[src/rtl/xregf_arb.sv]
// rtl/xregf_arb.sv - two-master (host/controller) arbiter for a single-port register file
// Build option: REGF_ARB_HOSTPRIO_EN selects fixed host priority instead of round-robin.
module xregf_arb #(
  parameter int DATA_W = 32,
  parameter int ADDR_W = 4
) (
  input  logic              clk,
  input  logic              rst,
  input  logic              h_req,
  input  logic              h_we,
  input  logic [ADDR_W-1:0] h_addr,
  input  logic [DATA_W-1:0] h_wdata,
  output logic              h_ack,
  output logic [DATA_W-1:0] h_rdata,
  input  logic              c_req,
  input  logic              c_we,
  input  logic [ADDR_W-1:0] c_addr,
  input  logic [DATA_W-1:0] c_wdata,
  output logic              c_ack,
  output logic [DATA_W-1:0] c_rdata,
  output logic              m_en,
  output logic              m_we,
  output logic [ADDR_W-1:0] m_addr,
  output logic [DATA_W-1:0] m_wdata,
  input  logic [DATA_W-1:0] m_rdata
);

  typedef enum logic [1:0] {IDLE, ISSUE, WAIT, DONE} state_t;

  state_t              state;
  state_t              state_nxt;
  logic                grant_any;
  logic                grant_c;
  logic                win_c;
  logic                lat_we;
  logic [ADDR_W-1:0]   lat_addr;
  logic [DATA_W-1:0]   lat_wdata;

  assign grant_any = h_req | c_req;

`ifdef REGF_ARB_HOSTPRIO_EN
  assign grant_c = c_req & ~h_req;
`else
  // last_c set means the controller won the previous grant; reset value lets the host win first
  logic last_c;

  assign grant_c = c_req & (~h_req | ~last_c);

  always_ff @(posedge clk or posedge rst) begin
    if (rst) begin
      last_c <= 1'b1;
    end else if (state == IDLE && grant_any) begin
      last_c <= grant_c;
    end
  end
`endif

  always_ff @(posedge clk or posedge rst) begin
    if (rst) begin
      state <= IDLE;
    end else begin
      state <= state_nxt;
    end
  end

  always_comb begin
    state_nxt = state;
    case (state)
      IDLE:    if (grant_any) state_nxt = ISSUE;
      ISSUE:   state_nxt = WAIT;
      WAIT:    state_nxt = DONE;
      DONE:    state_nxt = IDLE;
      default: state_nxt = IDLE;
    endcase
  end

  always_comb begin
    m_en    = (state == ISSUE);
    m_we    = (state == ISSUE) & lat_we;
    m_addr  = lat_addr;
    m_wdata = lat_wdata;
    h_ack   = (state == DONE) & ~win_c;
    c_ack   = (state == DONE) & win_c;
  end

  always_ff @(posedge clk or posedge rst) begin
    if (rst) begin
      win_c     <= 1'b0;
      lat_we    <= 1'b0;
      lat_addr  <= '0;
      lat_wdata <= '0;
      h_rdata   <= '0;
      c_rdata   <= '0;
    end else begin
      if (state == IDLE && grant_any) begin
        win_c     <= grant_c;
        lat_we    <= grant_c ? c_we    : h_we;
        lat_addr  <= grant_c ? c_addr  : h_addr;
        lat_wdata <= grant_c ? c_wdata : h_wdata;
      end
      // register file returns read data during WAIT, one cycle after m_en
      if (state == WAIT && !lat_we) begin
        if (win_c) begin
          c_rdata <= m_rdata;
        end else begin
          h_rdata <= m_rdata;
        end
      end
    end
  end

endmodule

[config.mk]
export PLATFORM = sky130hd
export DESIGN_NAME = xregf_arb
export DESIGN_NICKNAME = d
export VERILOG_FILES = /design/src/rtl/xregf_arb.sv
export SDC_FILE = /design/constraint.sdc
export NUM_CORES = 1
export LEC_CHECK = 0
export BUFFER_PORTS_ARGS = -buffer_cell sky130_fd_sc_hd__buf_2
export CELL_PAD_IN_SITES_DETAIL_PLACEMENT = 1
export CELL_PAD_IN_SITES_GLOBAL_PLACEMENT = 1
export CORE_AREA = 2 2 117 119
export DETAILED_ROUTE_END_ITERATION = 10
export DIE_AREA = 0 0 119 121
export PLACE_DENSITY = 0.85
export SYNTH_ARGS = -nofsm -noshare
export SYNTH_HDL_FRONTEND = slang
export SYNTH_SLANG_ARGS = --single-unit
[constraint.sdc]
create_clock -name clk -period 4.2 [get_ports clk]
set_input_delay 0.42 -clock clk [delete_from_list [all_inputs] [get_ports clk]]
set_output_delay 0.42 -clock clk [all_outputs]
set_load 0.01 [all_outputs]
==> impl_metrics.py <==
metrics = {
    "run_status": {
        "status": "finished, final reports clean",
    },
    "cts": {
        "numClockSinks": 105,
        "cts_max_level": 3,
        "cts_tree": "done",
        "worstSkewPairLatency_ns": 0.34,
        "clockBufferDepth": 2,
        "cts_root_buf": "clkbuf_16",
        "postCtsSetupBuffers": 0,
        "numCtsBuffers": 9,
        "ctsHoldBuffers": 0,
        "cts_resized": 0,
        "clkTransAtPathRegs_ns": 0.08,
    },
    "cells_and_area": {
        "area_delta_synth_final_pct": 33.70,
        "fin_nets": 682,
        "drive_above_1_share_pct": 52.71,
        "design_area_mm2": 0.005848,
        "fillers": 1491,
    },
    "sta": {
        "fin_crit_sh_pct": 49.81,
        "clock.fmax_mhz": 478.0,
        "period_needed_ns": 2.092,
        "max_slew.worst_pin.slew_ns": 1.075,
        "fin_ws_ns": 2.108,
        "setup_viol_count_final": 0,
        "max_slew_margin_pct": 28.09,
        "drv_slew": 0,
        "skew_ns": 0.01090,
        "setup-tns-final_ns": 0,
        "rsz0062_at_grt": "no",
        "hold_slack_ns": 0.2800,
        "hold_viol": 0,
    },
    "yosys": {
        "yosysSeqAreaShare_pct": 60.10,
        "syn_nets": 478,
        "syn_avg_cell_area_um2": 12.02,
        "yosys_warnings": 0,
        "synth_area_mm2": 0.004374,
        "synth_cells": 364,
        "ys_types": 26,
        "synth_seq_cells": 105,
    },
    "global_routing": {
        "grt_pass1_wl_mm": 19.94,
        "grt_max_degree": 75,
        "antenna_found_initial": 3,
        "grt_use_total_pct": 17.65,
        "gr-total-overflow": 0,
        "grt_pass1_vias": 3856,
    },
    "floorplanning": {
        "io_pins": 214,
        "rows": 42,
        "die_w_um": 119,
        "coreArea_mm2": 0.01309,
        "die_h_um": 121,
        "initial_utilization_pct": 33.43,
        "dieArea_mm2": 0.01440,
    },
    "worst_setup_path": {
        "cp.required_ns": 4.42,
        "cp_max_fo": 26,
        "end_kind": "flop",
        "worst_path_largest_cell_delay_ns": 0.42,
        "crit_slowest_cell": "buf_4",
        "worstPathArrival_ns": 2.31,
        "critPathLaunchType": "flop",
        "critical_path_class": "reg -> reg",
        "path_cells": "inv_1 -> ha_1 -> nor3b_4 -> buf_4 -> mux2_2",
    },
    "pwr": {
        "total_power_uw": 4642,
        "p_leak_uw": 0.002864,
        "peakVddDrop_v": 0.0002336,
        "power.density_mw_per_mm2": 793.8,
    },
    "routing": {
        "wire_per_inst_um": 16.74,
        "wl_mm": 12.57,
        "viasPerCell": 4.774,
        "drtIter0Drc": 138,
        "remaining_drc_errors": 0,
        "ant_nets": 0,
        "first_pass_iters": 4,
        "vias": 3585,
    },
    "place": {
        "post-place-ws_ns": 2.104,
        "place.gp.congestion": 0.7536,
        "port_buffers": 213,
        "post-dp-hpwl_mm": 9.510,
        "placed_cell_area_mm2": 0.005523,
    },
    "worst_hold_path": {
        "hold_path.class": "in -> async",
    },
    "flow_run": {
        "drv_cap": 0,
    },
}
==> registers in the layout (all words and copies together), names as in the netlist <==
| signal | count |
|---|---|
| m_addr | 4 |
| win_c | 1 |
| last_c | 1 |
| c_rdata | 32 |
| lat_we | 1 |
| m_wdata | 32 |
| state | 2 |
| h_rdata | 32 |
==> Yosys cell counts <==
cell type  count  area (um^2)
clkbuf_2       1        5.000
nor3b_4        1        18.77
a31oi_1        2        12.51
a21oi_1       75        375.4
mux2_1         3        33.78
buf_4          4        30.03
o21a_1         1        7.510
a21bo_2        1        10.01
nand2_1       38        142.6
ha_1           4        50.05
buf_2          9        45.04
dfrtp_1      104         2603
nand3b_2       1        11.26
clkbuf_8       3        41.29
and2_1         1        6.260
and2b_1        1        7.510
nor2_1        39        146.4
buf_6          5        56.30
inv_1          3        11.26
a21boi_2       1        11.26
and2_2         1        7.510
mux2_2        62        698.2
o21ai_1        1        5.000
clkbuf_1       1        3.750
dfstp_2        1        26.28
a22o_1         1        8.760
==> path summary, 6_finish.rpt <==
| path | start | to | slack [ns] | cells after the start |
|---|---|---|---|---|
| max | state[0]$_DFFE_PP0P_ | h_rdata[8]$_DFFE_PP0P_ | 2.11 | 5 |
| min | rst | m_addr[3]$_DFFE_PP0P_ | 0.28 | 2 |
| min in group clk | h_wdata[14] | m_wdata[14]$_DFFE_PP0P_ | 0.30 | 3 |
| max in group asynchronous | rst | h_rdata[1]$_DFFE_PP0P_ | 2.97 | 3 |
| max reg2reg | state[0]$_DFFE_PP0P_ | h_rdata[8]$_DFFE_PP0P_ | 2.11 | 5 |
| min reg2reg | h_rdata[2]$_DFFE_PP0P_ | h_rdata[2]$_DFFE_PP0P_ | 0.50 | 1 |
==> layout by cell type (no fill, tap or decap), types with 2 or more instances in the layout <==
cell type / n
clkbuf_16: 9
a31oi_1: 2
mux2_1: 3
a21oi_1: 75
inv_1: 2
clkinv_4: 2
buf_4: 3
mux2_2: 62
inv_8: 2
nand2_1: 38
dfrtp_1: 104
ha_1: 4
diode_2: 2
buf_2: 213
nor2_1: 39
==> cells by family after synthesis <==
group,after synthesis,share of synthesized area [%]
fa+ha+maj,4,1.144
mux,65,16.73
buf+inv,26,4.405
compound gates,82,9.840
flops,105,60.10
simple gates,82,7.781
==> per-stage QoR <==
step	utilization, %	std cells
after global placement	42.21	733
after detailed placement	42.21	733
after global routing	44.69	751
after floorplan	-	364
after CTS	44.65	749
final	44.69	751
==> report_power, final <==
group,internal [uW],switching (uW)
Combinational,888,1010
Clock,481,404
Sequential,1540,316
Total,2910,1730
==> critical path: cells and delay by family (launching register included) <==
family | cells | cell delay, ns
fa+ha+maj | 1 | 0.22
buf+inv | 2 | 0.53
simple gates | 1 | 0.40
mux | 1 | 0.40
flops | 1 | 0.41
==> routing by layer <==
layer | track usage, % | share of wire (%) | vias to the layer above
li1 | - | - | 1647
met1 | 20.81 | 42 | 1780
met2 | 31.72 | 51 | 144
met3 | 4.135 | 5.5 | 12
met4 | 5.729 | 1.6 | 2
met5 | 0 | 0.13 | -
==> final cells by class <==
cell class	count	area [um^2]	share of cell area, %
multi-input combinational	233	1572	26.87
timing repair buffer	216	1089	18.61
sequential	105	2629	44.95
clock buffer	9	225.2	3.851
antenna	2	5.005	0.08558
inverter	3	13.76	0.2353
tap	176	220.2	3.766
clock inverter	7	95.09	1.626
Power figures use the tool's default switching activity.
